`src/rtl/divider_controller.sv`:
```
// divider_controller
//   Operator-interface sequencer for a 16-by-8 unsigned restoring divider.
//   Button pulses edit the operands nibble by nibble, START runs a one-cycle
//   operand check followed by ITER restoring-division steps, and the result
//   is presented in SHOW. All outputs come straight from registers.
//
// Ports
//   CLK          system clock, everything on posedge
//   RST          synchronous active-high reset
//   BTN_START    pulse: launch a division (from EDIT_DVD, EDIT_DVS, SHOW)
//   BTN_FIELD    pulse: toggle the field being edited / viewed
//   BTN_DIGIT    pulse: advance the selected nibble
//   BTN_INC      pulse: increment the selected nibble (in SHOW: back to edit)
//   DIVIDEND     edited 16-bit dividend
//   DIVISOR      edited 8-bit divisor
//   QUOTIENT     8-bit quotient
//   REMAINDER    8-bit remainder
//   DZ/DO/OPERR  divide-by-zero, overflow, operation-error flags
//   DATA_SELECT  display field: 00 dvd, 01 dvs, 10 quotient, 11 remainder
//   BIT_SELECT   nibble index within the displayed field
//   BUSY         high during CHECK and RUN
//   DONE         one-cycle pulse on entry to SHOW
//
// Button protocol: each BTN_* is a pre-debounced pulse that is high for
// exactly one CLK cycle and is consumed on the edge that samples it; there
// is no back-pressure. When several are high together only the highest
// priority one (START > FIELD > DIGIT > INC) acts. While BUSY, any pulse
// only sets OPERR.
module divider_controller #(
  parameter int ITER = 8
) (
  input  logic        CLK,
  input  logic        RST,
  input  logic        BTN_START,
  input  logic        BTN_FIELD,
  input  logic        BTN_DIGIT,
  input  logic        BTN_INC,
  output logic [15:0] DIVIDEND,
  output logic [7:0]  DIVISOR,
  output logic [7:0]  QUOTIENT,
  output logic [7:0]  REMAINDER,
  output logic        DZ,
  output logic        DO,
  output logic        OPERR,
  output logic [1:0]  DATA_SELECT,
  output logic [1:0]  BIT_SELECT,
  output logic        BUSY,
  output logic        DONE
);

  localparam int CW = $clog2(ITER);
  localparam logic [CW-1:0] LAST_STEP = CW'(ITER - 1);

  typedef enum logic [2:0] {
    S_EDIT_DVD = 3'd0,
    S_EDIT_DVS = 3'd1,
    S_CHECK    = 3'd2,
    S_RUN      = 3'd3,
    S_SHOW     = 3'd4
  } state_t;

  state_t         r_state;
  logic [15:0]    r_dividend;
  logic [7:0]     r_divisor;
  logic [7:0]     r_quot;
  logic [7:0]     r_rem;
  logic           r_dz;
  logic           r_do;
  logic           r_operr;
  logic [1:0]     r_dsel;
  logic [1:0]     r_bsel;
  logic           r_busy;
  logic           r_done;
  // Partial remainder is kept at 8 bits: it is always below DIVISOR.
  logic [7:0]     r_p;
  logic [7:0]     r_s;
  logic [7:0]     r_q;
  logic [CW-1:0]  r_cnt;

  logic           w_any_btn;
  logic           w_idle;
  logic [8:0]     w_trial;
  logic           w_ge;
  logic [7:0]     w_p_next;
  logic [7:0]     w_q_next;
  logic [15:0]    w_dvd_inc;
  logic [7:0]     w_dvs_inc;

  assign w_any_btn = BTN_START | BTN_FIELD | BTN_DIGIT | BTN_INC;
  assign w_idle    = (r_state == S_EDIT_DVD) || (r_state == S_EDIT_DVS) ||
                     (r_state == S_SHOW);

  // One restoring step. When the trial value is >= divisor the true
  // difference is below the divisor, so an 8-bit subtraction is exact.
  assign w_trial  = {r_p, r_s[7]};
  assign w_ge     = (w_trial >= {1'b0, r_divisor});
  assign w_p_next = w_ge ? (w_trial[7:0] - r_divisor) : w_trial[7:0];
  assign w_q_next = {r_q[6:0], w_ge};

  // Nibble increment without carry into the neighbouring nibble.
  always_comb begin
    w_dvd_inc = r_dividend;
    case (r_bsel)
      2'd0:    w_dvd_inc[3:0]   = r_dividend[3:0]   + 4'd1;
      2'd1:    w_dvd_inc[7:4]   = r_dividend[7:4]   + 4'd1;
      2'd2:    w_dvd_inc[11:8]  = r_dividend[11:8]  + 4'd1;
      default: w_dvd_inc[15:12] = r_dividend[15:12] + 4'd1;
    endcase
  end

  always_comb begin
    w_dvs_inc = r_divisor;
    if (r_bsel[0]) w_dvs_inc[7:4] = r_divisor[7:4] + 4'd1;
    else           w_dvs_inc[3:0] = r_divisor[3:0] + 4'd1;
  end

  always_ff @(posedge CLK) begin
    if (RST) begin
      r_state    <= S_EDIT_DVD;
      r_dividend <= '0;
      r_divisor  <= '0;
      r_quot     <= '0;
      r_rem      <= '0;
      r_dz       <= 1'b0;
      r_do       <= 1'b0;
      r_operr    <= 1'b0;
      r_dsel     <= 2'b00;
      r_bsel     <= 2'b00;
      r_busy     <= 1'b0;
      r_done     <= 1'b0;
      r_p        <= '0;
      r_s        <= '0;
      r_q        <= '0;
      r_cnt      <= '0;
    end else begin
      r_done <= 1'b0;
      if (w_idle && BTN_START) begin
        r_quot  <= '0;
        r_rem   <= '0;
        r_dz    <= 1'b0;
        r_do    <= 1'b0;
        r_operr <= 1'b0;
        r_busy  <= 1'b1;
        r_state <= S_CHECK;
      end else begin
        case (r_state)
          S_EDIT_DVD: begin
            if (BTN_FIELD) begin
              r_state <= S_EDIT_DVS;
              r_dsel  <= 2'b01;
              r_bsel  <= 2'b00;
            end else if (BTN_DIGIT) begin
              r_bsel <= r_bsel + 2'd1;
            end else if (BTN_INC) begin
              r_dividend <= w_dvd_inc;
            end
          end
          S_EDIT_DVS: begin
            if (BTN_FIELD) begin
              r_state <= S_EDIT_DVD;
              r_dsel  <= 2'b00;
              r_bsel  <= 2'b00;
            end else if (BTN_DIGIT) begin
              r_bsel <= {1'b0, ~r_bsel[0]};
            end else if (BTN_INC) begin
              r_divisor <= w_dvs_inc;
            end
          end
          S_CHECK: begin
            if (w_any_btn) r_operr <= 1'b1;
            if (r_divisor == 8'd0) begin
              r_dz    <= 1'b1;
              r_busy  <= 1'b0;
              r_done  <= 1'b1;
              r_dsel  <= 2'b10;
              r_bsel  <= 2'b00;
              r_state <= S_SHOW;
            end else if (r_dividend[15:8] >= r_divisor) begin
              // Quotient would not fit in 8 bits.
              r_do    <= 1'b1;
              r_busy  <= 1'b0;
              r_done  <= 1'b1;
              r_dsel  <= 2'b10;
              r_bsel  <= 2'b00;
              r_state <= S_SHOW;
            end else begin
              r_p     <= r_dividend[15:8];
              r_s     <= r_dividend[7:0];
              r_q     <= '0;
              r_cnt   <= '0;
              r_state <= S_RUN;
            end
          end
          S_RUN: begin
            if (w_any_btn) r_operr <= 1'b1;
            r_p   <= w_p_next;
            r_s   <= {r_s[6:0], 1'b0};
            r_q   <= w_q_next;
            r_cnt <= r_cnt + 1'b1;
            if (r_cnt == LAST_STEP) begin
              r_quot  <= w_q_next;
              r_rem   <= w_p_next;
              r_busy  <= 1'b0;
              r_done  <= 1'b1;
              r_dsel  <= 2'b10;
              r_bsel  <= 2'b00;
              r_state <= S_SHOW;
            end
          end
          S_SHOW: begin
            if (BTN_FIELD) begin
              r_dsel <= {1'b1, ~r_dsel[0]};
            end else if (BTN_DIGIT) begin
              r_dsel <= r_dsel;  // DIGIT has no effect here but still masks INC
            end else if (BTN_INC) begin
              r_state <= S_EDIT_DVD;
              r_dsel  <= 2'b00;
              r_bsel  <= 2'b00;
            end
          end
          default: begin
            r_state <= S_EDIT_DVD;
            r_dsel  <= 2'b00;
            r_bsel  <= 2'b00;
            r_busy  <= 1'b0;
          end
        endcase
      end
    end
  end

  assign DIVIDEND    = r_dividend;
  assign DIVISOR     = r_divisor;
  assign QUOTIENT    = r_quot;
  assign REMAINDER   = r_rem;
  assign DZ          = r_dz;
  assign DO          = r_do;
  assign OPERR       = r_operr;
  assign DATA_SELECT = r_dsel;
  assign BIT_SELECT  = r_bsel;
  assign BUSY        = r_busy;
  assign DONE        = r_done;

endmodule

```
`config.mk`:
```
export PLATFORM = sky130hd
export DESIGN_NAME = divider_controller
export DESIGN_NICKNAME = d
export VERILOG_FILES = /design/src/rtl/divider_controller.sv
export SDC_FILE = /design/constraint.sdc
export NUM_CORES = 1
export LEC_CHECK = 0
export ABC_AREA = 1
export CORE_MARGIN = 4
export CORE_UTILIZATION = 56
export DETAILED_ROUTE_END_ITERATION = 10
export PLACE_DENSITY = 0.81
export SLEW_MARGIN = 20
export SYNTH_ARGS = -nofsm -noshare
export SYNTH_HDL_FRONTEND = slang
export SYNTH_SLANG_ARGS = --single-unit
```
`constraint.sdc`:
```
create_clock -name CLK -period 2 [get_ports CLK]
set_clock_uncertainty 0.05 [all_clocks]
set_input_delay 0.5 -clock CLK [delete_from_list [all_inputs] [get_ports CLK]]
set_output_delay 0.5 -clock CLK [all_outputs]
set_load 0.1 [all_outputs]
```
# Word-level counts from Yosys, hierarchy flattened
# Cells that the tools add are included.
[word_totals] register_bits=78
[op_classes] mux=50 eq_ne=28 n_bitwise=10 reduce_logical=27 order_cmp=2 n_addsub=9
[ops] cell="AND reduction 6 bit" count=8
[ops] cell="two-way mux 8 bit" count=5
[ops] cell="two-way mux 2 bit" count=17
[ops] cell="case mux 8 bit (2 select lines)" count=2
[ops] cell="two-way mux 3 bit" count=10
[ops] cell="adder 4 x 1 -> 4 bit, second input constant" count=6
[ops] cell="case mux 2 bit (5 select lines)" count=2
[ops] cell="!= test 3 bit, second input constant" count=6
[ops] cell="!= test 2 bit, second input constant" count=8
[ops] cell="!= test 3 x 2 -> 1 bit, second input constant" count=5
[ops] cell="case mux 3 bit (5 select lines)" count=1
[ops] cell="two-way mux 7 bit" count=2
[ops] cell="case mux 7 bit (2 select lines)" count=1
[ops] cell="greater-or-equal comparator 9 x 8 -> 1 bit" count=1
[ops] cell="greater-or-equal comparator 8 bit" count=1
[ops] cell="zero test 8 bit" count=1
[ops] cell="AND reduction 8 bit" count=1
[ops] cell="subtractor 8 bit" count=1
[ops] cell="two-way mux 1 bit" count=7
[ops] cell="NOT 1 bit" count=7
[ops] cell="AND reduction 7 bit" count=1
[ops] cell="equality test 3 x 2 -> 1 bit, second input constant" count=2
[ops] cell="equality test 3 bit, second input constant" count=2
[ops] cell="case mux 3 bit (2 select lines)" count=1
[ops] cell="20 further kinds" count=28

# Depth between registers and ports, before layout
[logic_depth] word_depth=6 ltp_mapped=15

# Worst setup path after synthesis
# OpenSTA, ideal clock, no wires.
[synth_timing] kind="reg2reg" startpoint="register r_divisor[2], in the netlist DIVISOR[2]" endpoint="register r_rem[0], in the netlist REMAINDER[0]" setup_slack_ps=-762 arrival_time_ps=2594 path_buffers=1 stages_incl_launch_ff=13 required_ps=1832 path_cell_list="dfxtp_1 > inv_1 > ha_1 > or2_4 > nand3_2 > nand2_2 > nand2_2 > nand2_4 > buf_6 > o21ai_2 > nand2_1 > o211ai_1 > inv_1"
[synth_via] elab_chain_cells=2
[synth_lines] element="start, declared" line="64" rtl="logic [7:0] r_divisor;"
[synth_lines] element="start signal, assigned" line="166" rtl="r_divisor <= w_dvs_inc;"
[synth_lines] element="greater-or-equal comparator 9 x 8 -> 1 bit" line="96" rtl="assign w_ge = (w_trial >= {1'b0, r_divisor});"
[synth_lines] element="two-way mux 8 bit" line="97" rtl="assign w_p_next = w_ge ? (w_trial[7:0] - r_divisor) : w_trial[7:0];"
[synth_lines] element="end signal, assigned" line="202" rtl="r_rem <= w_p_next;"
[synth_lines] element="end, declared" line="66" rtl="logic [7:0] r_rem;"
# Every way passes these cells.
# A chain may end at the register's enable or synchronous reset.

# Final worst setup path
[layout_timing] startpoint="register r_divisor[7], in the netlist DIVISOR[7]" endpoint="register r_p[6]"
[layout_via] elab_chain_cells=3 elab_cells_between_ends=8
[layout_lines] element="greater-or-equal comparator 9 x 8 -> 1 bit, or another cell as far along" line="96"
[layout_lines] element="two-way mux 8 bit or != test 2 bit (tied branches)"
[layout_lines] element="case mux 8 bit (2 select lines) or AND reduction 4 bit (tied branches)"
[layout_lines] element="end signal, assigned" line="187" rtl="r_p <= r_dividend[15:8];"
[layout_lines] element="end signal, assigned" line="196" rtl="r_p <= w_p_next;"
[layout_lines] element="end, declared" line="75" rtl="logic [7:0] r_p;"
# Parallel ways exist; a longest one is shown, timed or not.

==> impl_metrics.json <==
{
  "htreeDepth": 3,
  "synth_seq_cells": 78,
  "hold_viol_final": 0,
  "grt_pass1_vias": 4408,
  "final_antenna_net_count": 0,
  "power_density_nw_per_um2": 630,
  "synth_top_family_by_area": "simple AND/OR/NAND/NOR gates",
  "finalNonFillerCells": 828,
  "min_period_ps": 2150,
  "crit_family": "simple AND/OR/NAND/NOR gates",
  "worstPathMaxFanout": 6,
  "dp_cells": 792,
  "worstSetupEndpointType": "flip-flop",
  "dp_hpwl_um": 9490,
  "initial_core_util_pct": 58.8,
  "yosysSeqAreaShare_pct": 36.0,
  "clock.fmax_mhz": 464,
  "hp-class": "flip-flop to flip-flop",
  "slowest_stage": "dfxtp_4",
  "drt_pre_antenna_iters": 6,
  "via_per_inst": 5.83,
  "synthMuxAreaShare_pct": 0,
  "slew_headroom_pct": 66.4,
  "syn-cell-area_um2": 4340,
  "cts_tree": "built",
  "hold_ws_ps": 421,
  "numCtsBuffers": 9,
  "final_net_count": 761,
  "port_buffers": 54,
  "drive_gt1_share_pct": 30.7,
  "grt_max_degree": 27,
  "fp.dieH_um": 96.0,
  "cp.depth": 13,
  "syn_to_final_growth_pct": 48.1,
  "maxCapViolCount": 0,
  "die_area_um2": 9210,
  "critPathRequiredTime_ps": 2260,
  "dr_total_vias": 4827,
  "crit_type": "flip-flop to flip-flop",
  "finalWirelength_um": 14900,
  "crit_top_cell": "nor2_1",
  "track_usage_pct": 29.1,
  "fin_ws_ps": -155,
  "clock_latency_ps": 370,
  "antenna_found_initial": 0,
  "vdd_drop_max_v": 0.000403,
  "rsz0062_at_grt": "yes",
  "place.gp.congestion": 0.957,
  "io-pin-count": 55,
  "path_clk_slew_ps": 90,
  "worstRegToRegCells": 13,
  "synth-compound-area-share_pct": 12.2,
  "leakagePower_nw": 2.88,
  "diodes": 0,
  "cp-start-kind": "flip-flop",
  "critPathBufInv": 3,
  "fin_area_um2": 6420,
  "die_width_um": 96.0,
  "syn_inst": 616,
  "arrival_ps": 2410,
  "syn_area_per_cell_um2": 7.04,
  "postSynth.asyncResetShare_pct": 0,
  "clk_path_buf_depth": 2,
  "yosys_warnings": 0,
  "drc_errors": 0,
  "period_share_pct": 108,
  "grt-ovfl-total": 0,
  "post_synth_fa_ha_maj_area_fraction_pct": 9.12,
  "min_delay_path_depth": 2,
  "synth_enable_flop_cells": 0,
  "yosys.area_share.simple_pct": 32.5,
  "rrSetupSlack_ps": -150,
  "slowest_delay_ps": 390,
  "grt_first_pass_wirelength_um": 20800,
  "cts.sinks": 78,
  "drv_slew": 0,
  "drt_iter0_markers": 491,
  "r2r_start": "DIVISOR[7]",
  "hold_start": "r_cnt[1]",
  "worst_pin_slew_ps": 503,
  "ys_types": 41,
  "drt-wirelength-per-cell_um": 18.0,
  "holdBufCountCts": 0,
  "regToRegEndpoint": "r_p[6]",
  "placed_area_um2": 5840,
  "rows": 31,
  "status": "finished, violations left",
  "clock_tree.root_cell": "clkbuf_8",
  "ys.flop_type": "dfxtp_1",
  "post-route-util_pct": 87.1,
  "violations": "setup timing",
  "synthesis.nets": 653,
  "holdPathEnd": "r_cnt[1]",
  "synth-xor-area-share_pct": 1.01,
  "cp_cell_sequence": "inv_4 > ha_4 > inv_1 > nor2_1 > nand2_1 > nor2_2 > nor2_4 > buf_4 > nand2_4 > nand3_2 > a21oi_2 > nor2_1 > nor2_1",
  "setup_viol": 14,
  "core_um2": 7370
}
[where the power goes]
| group | total (mW) | internal [mW] | switching [mW] |
|---|---|---|---|
| sequential | 1.65 | 1.58 | 0.0641 |
| clock | 1.18 | 0.481 | 0.695 |
| combinational | 1.23 | 0.462 | 0.763 |
| total | 4.05 | 2.53 | 1.52 |
[final cells by class]
cell class	instances	area, um2
Clock buffer	9	124
Fill cell	381	947
Sequential cell	78	1620
Multi-Input combinational cell	443	2650
Tap cell	99	124
Inverter	80	323
Clock inverter	7	65.1
Timing Repair Buffer	112	1520
[synth_stat cells (2+ instances only)]
master	count	share of area [%]
nor3_1	11	1.3
xnor2_1	4	0.81
nand2_4	2	0.52
a31oi_1	3	0.43
nand2_2	5	0.72
ha_1	30	8.7
buf_6	3	0.78
nand4_1	9	1.3
o21ai_1	5	0.58
nand3_2	4	0.92
a21oi_1	50	5.8
inv_2	8	0.69
o21ai_2	3	0.61
and3_1	3	0.43
nor2_4	2	0.52
o211ai_1	9	1.6
inv_1	71	6.1
clkbuf_1	6	0.52
nor3_2	3	0.69
a21oi_2	2	0.40
nand3_1	30	3.5
nand3b_1	3	0.52
nor2_1	64	5.5
o21ai_0	18	2.1
nand2_1	168	15
dfxtp_1	78	36
o21a_1	2	0.35
buf_2	3	0.35
nor2_2	3	0.43
buf_4	3	0.52
[routing by layer]
layer | vias up | GRT usage [%] | share of wire (%)
met4 | 0 | 13.6 | 5.1
li1 | 2205 | - | -
met1 | 2234 | 35.3 | 38
met5 | - | 0 | 0
met3 | 79 | 3.52 | 7.8
met2 | 309 | 50.9 | 49
[cell families (layout without fill, tap and decap cells)]
group           after synthesis  count (layout)
compound gates               94              94
buf+inv                      96             208
simple gates                312             313
flops                        78              78
xor+xnor                      5               5
fa+ha+maj                    31              31
[cell usage in the layout (no fill, tap or decap), drive strengths merged, types with 4 or more instances in the layout]
| master | n |
|---|---|
| nand3 | 35 |
| o211ai | 9 |
| clkdlybuf4s50 | 5 |
| o21ai | 26 |
| nor2 | 70 |
| ha | 30 |
| buf | 106 |
| xnor2 | 4 |
| inv | 83 |
| clkbuf | 10 |
| nand4 | 10 |
| a21oi | 52 |
| nor3 | 14 |
| dfxtp | 78 |
| nand2 | 176 |
[through the flow]
stage          setup slack [ps]  TNS [ps]  power, mW
2_1_floorplan             -13.2     -39.6       2.31
3_3_place_gp               -190     -2970       2.56
3_5_place_dp               -311     -6060       2.60
4_1_cts                    3.38         0       3.76
5_1_grt                    -184     -2370       4.18
6_report                   -155      -673       4.05
[flip-flops by register name, indices dropped and copies added (netlist names)]
register	flops
DZ	1
DATA_SELECT	2
REMAINDER	8
BIT_SELECT	2
r_q	7
DIVISOR	8
QUOTIENT	8
DONE	1
r_p	8
BUSY	1
r_cnt	3
r_s	8
DO	1
r_state	3
DIVIDEND	16
OPERR	1
[worst max path at each step]
stage | start | end | slack (ps)
6_report | DIVISOR[7] | r_p[6] | -150
4_1_cts | DIVISOR[7] | r_s[0] | 3
3_5_place_dp | BTN_START | QUOTIENT[5] | -310
3_3_place_gp | BTN_START | QUOTIENT[2] | -190
5_1_grt | DIVISOR[3] | REMAINDER[6] | -180
2_1_floorplan | DIVISOR[6] | REMAINDER[2] | -10
[tightest hold or removal path, stage by stage (launching register included)]
cell and delay [ps]:
dfxtp_1 320, nand2_1 60, a21oi_1 50
[timing repair]
action | in CTS | in global routing
resized for setup | 5 | 50
endpoints found under the setup margin | 3 | 50
buffers inserted | 1 | 17
pin swaps | 0 | 10
cloned | 0 | 2
(Power assumes the default switching activity.)
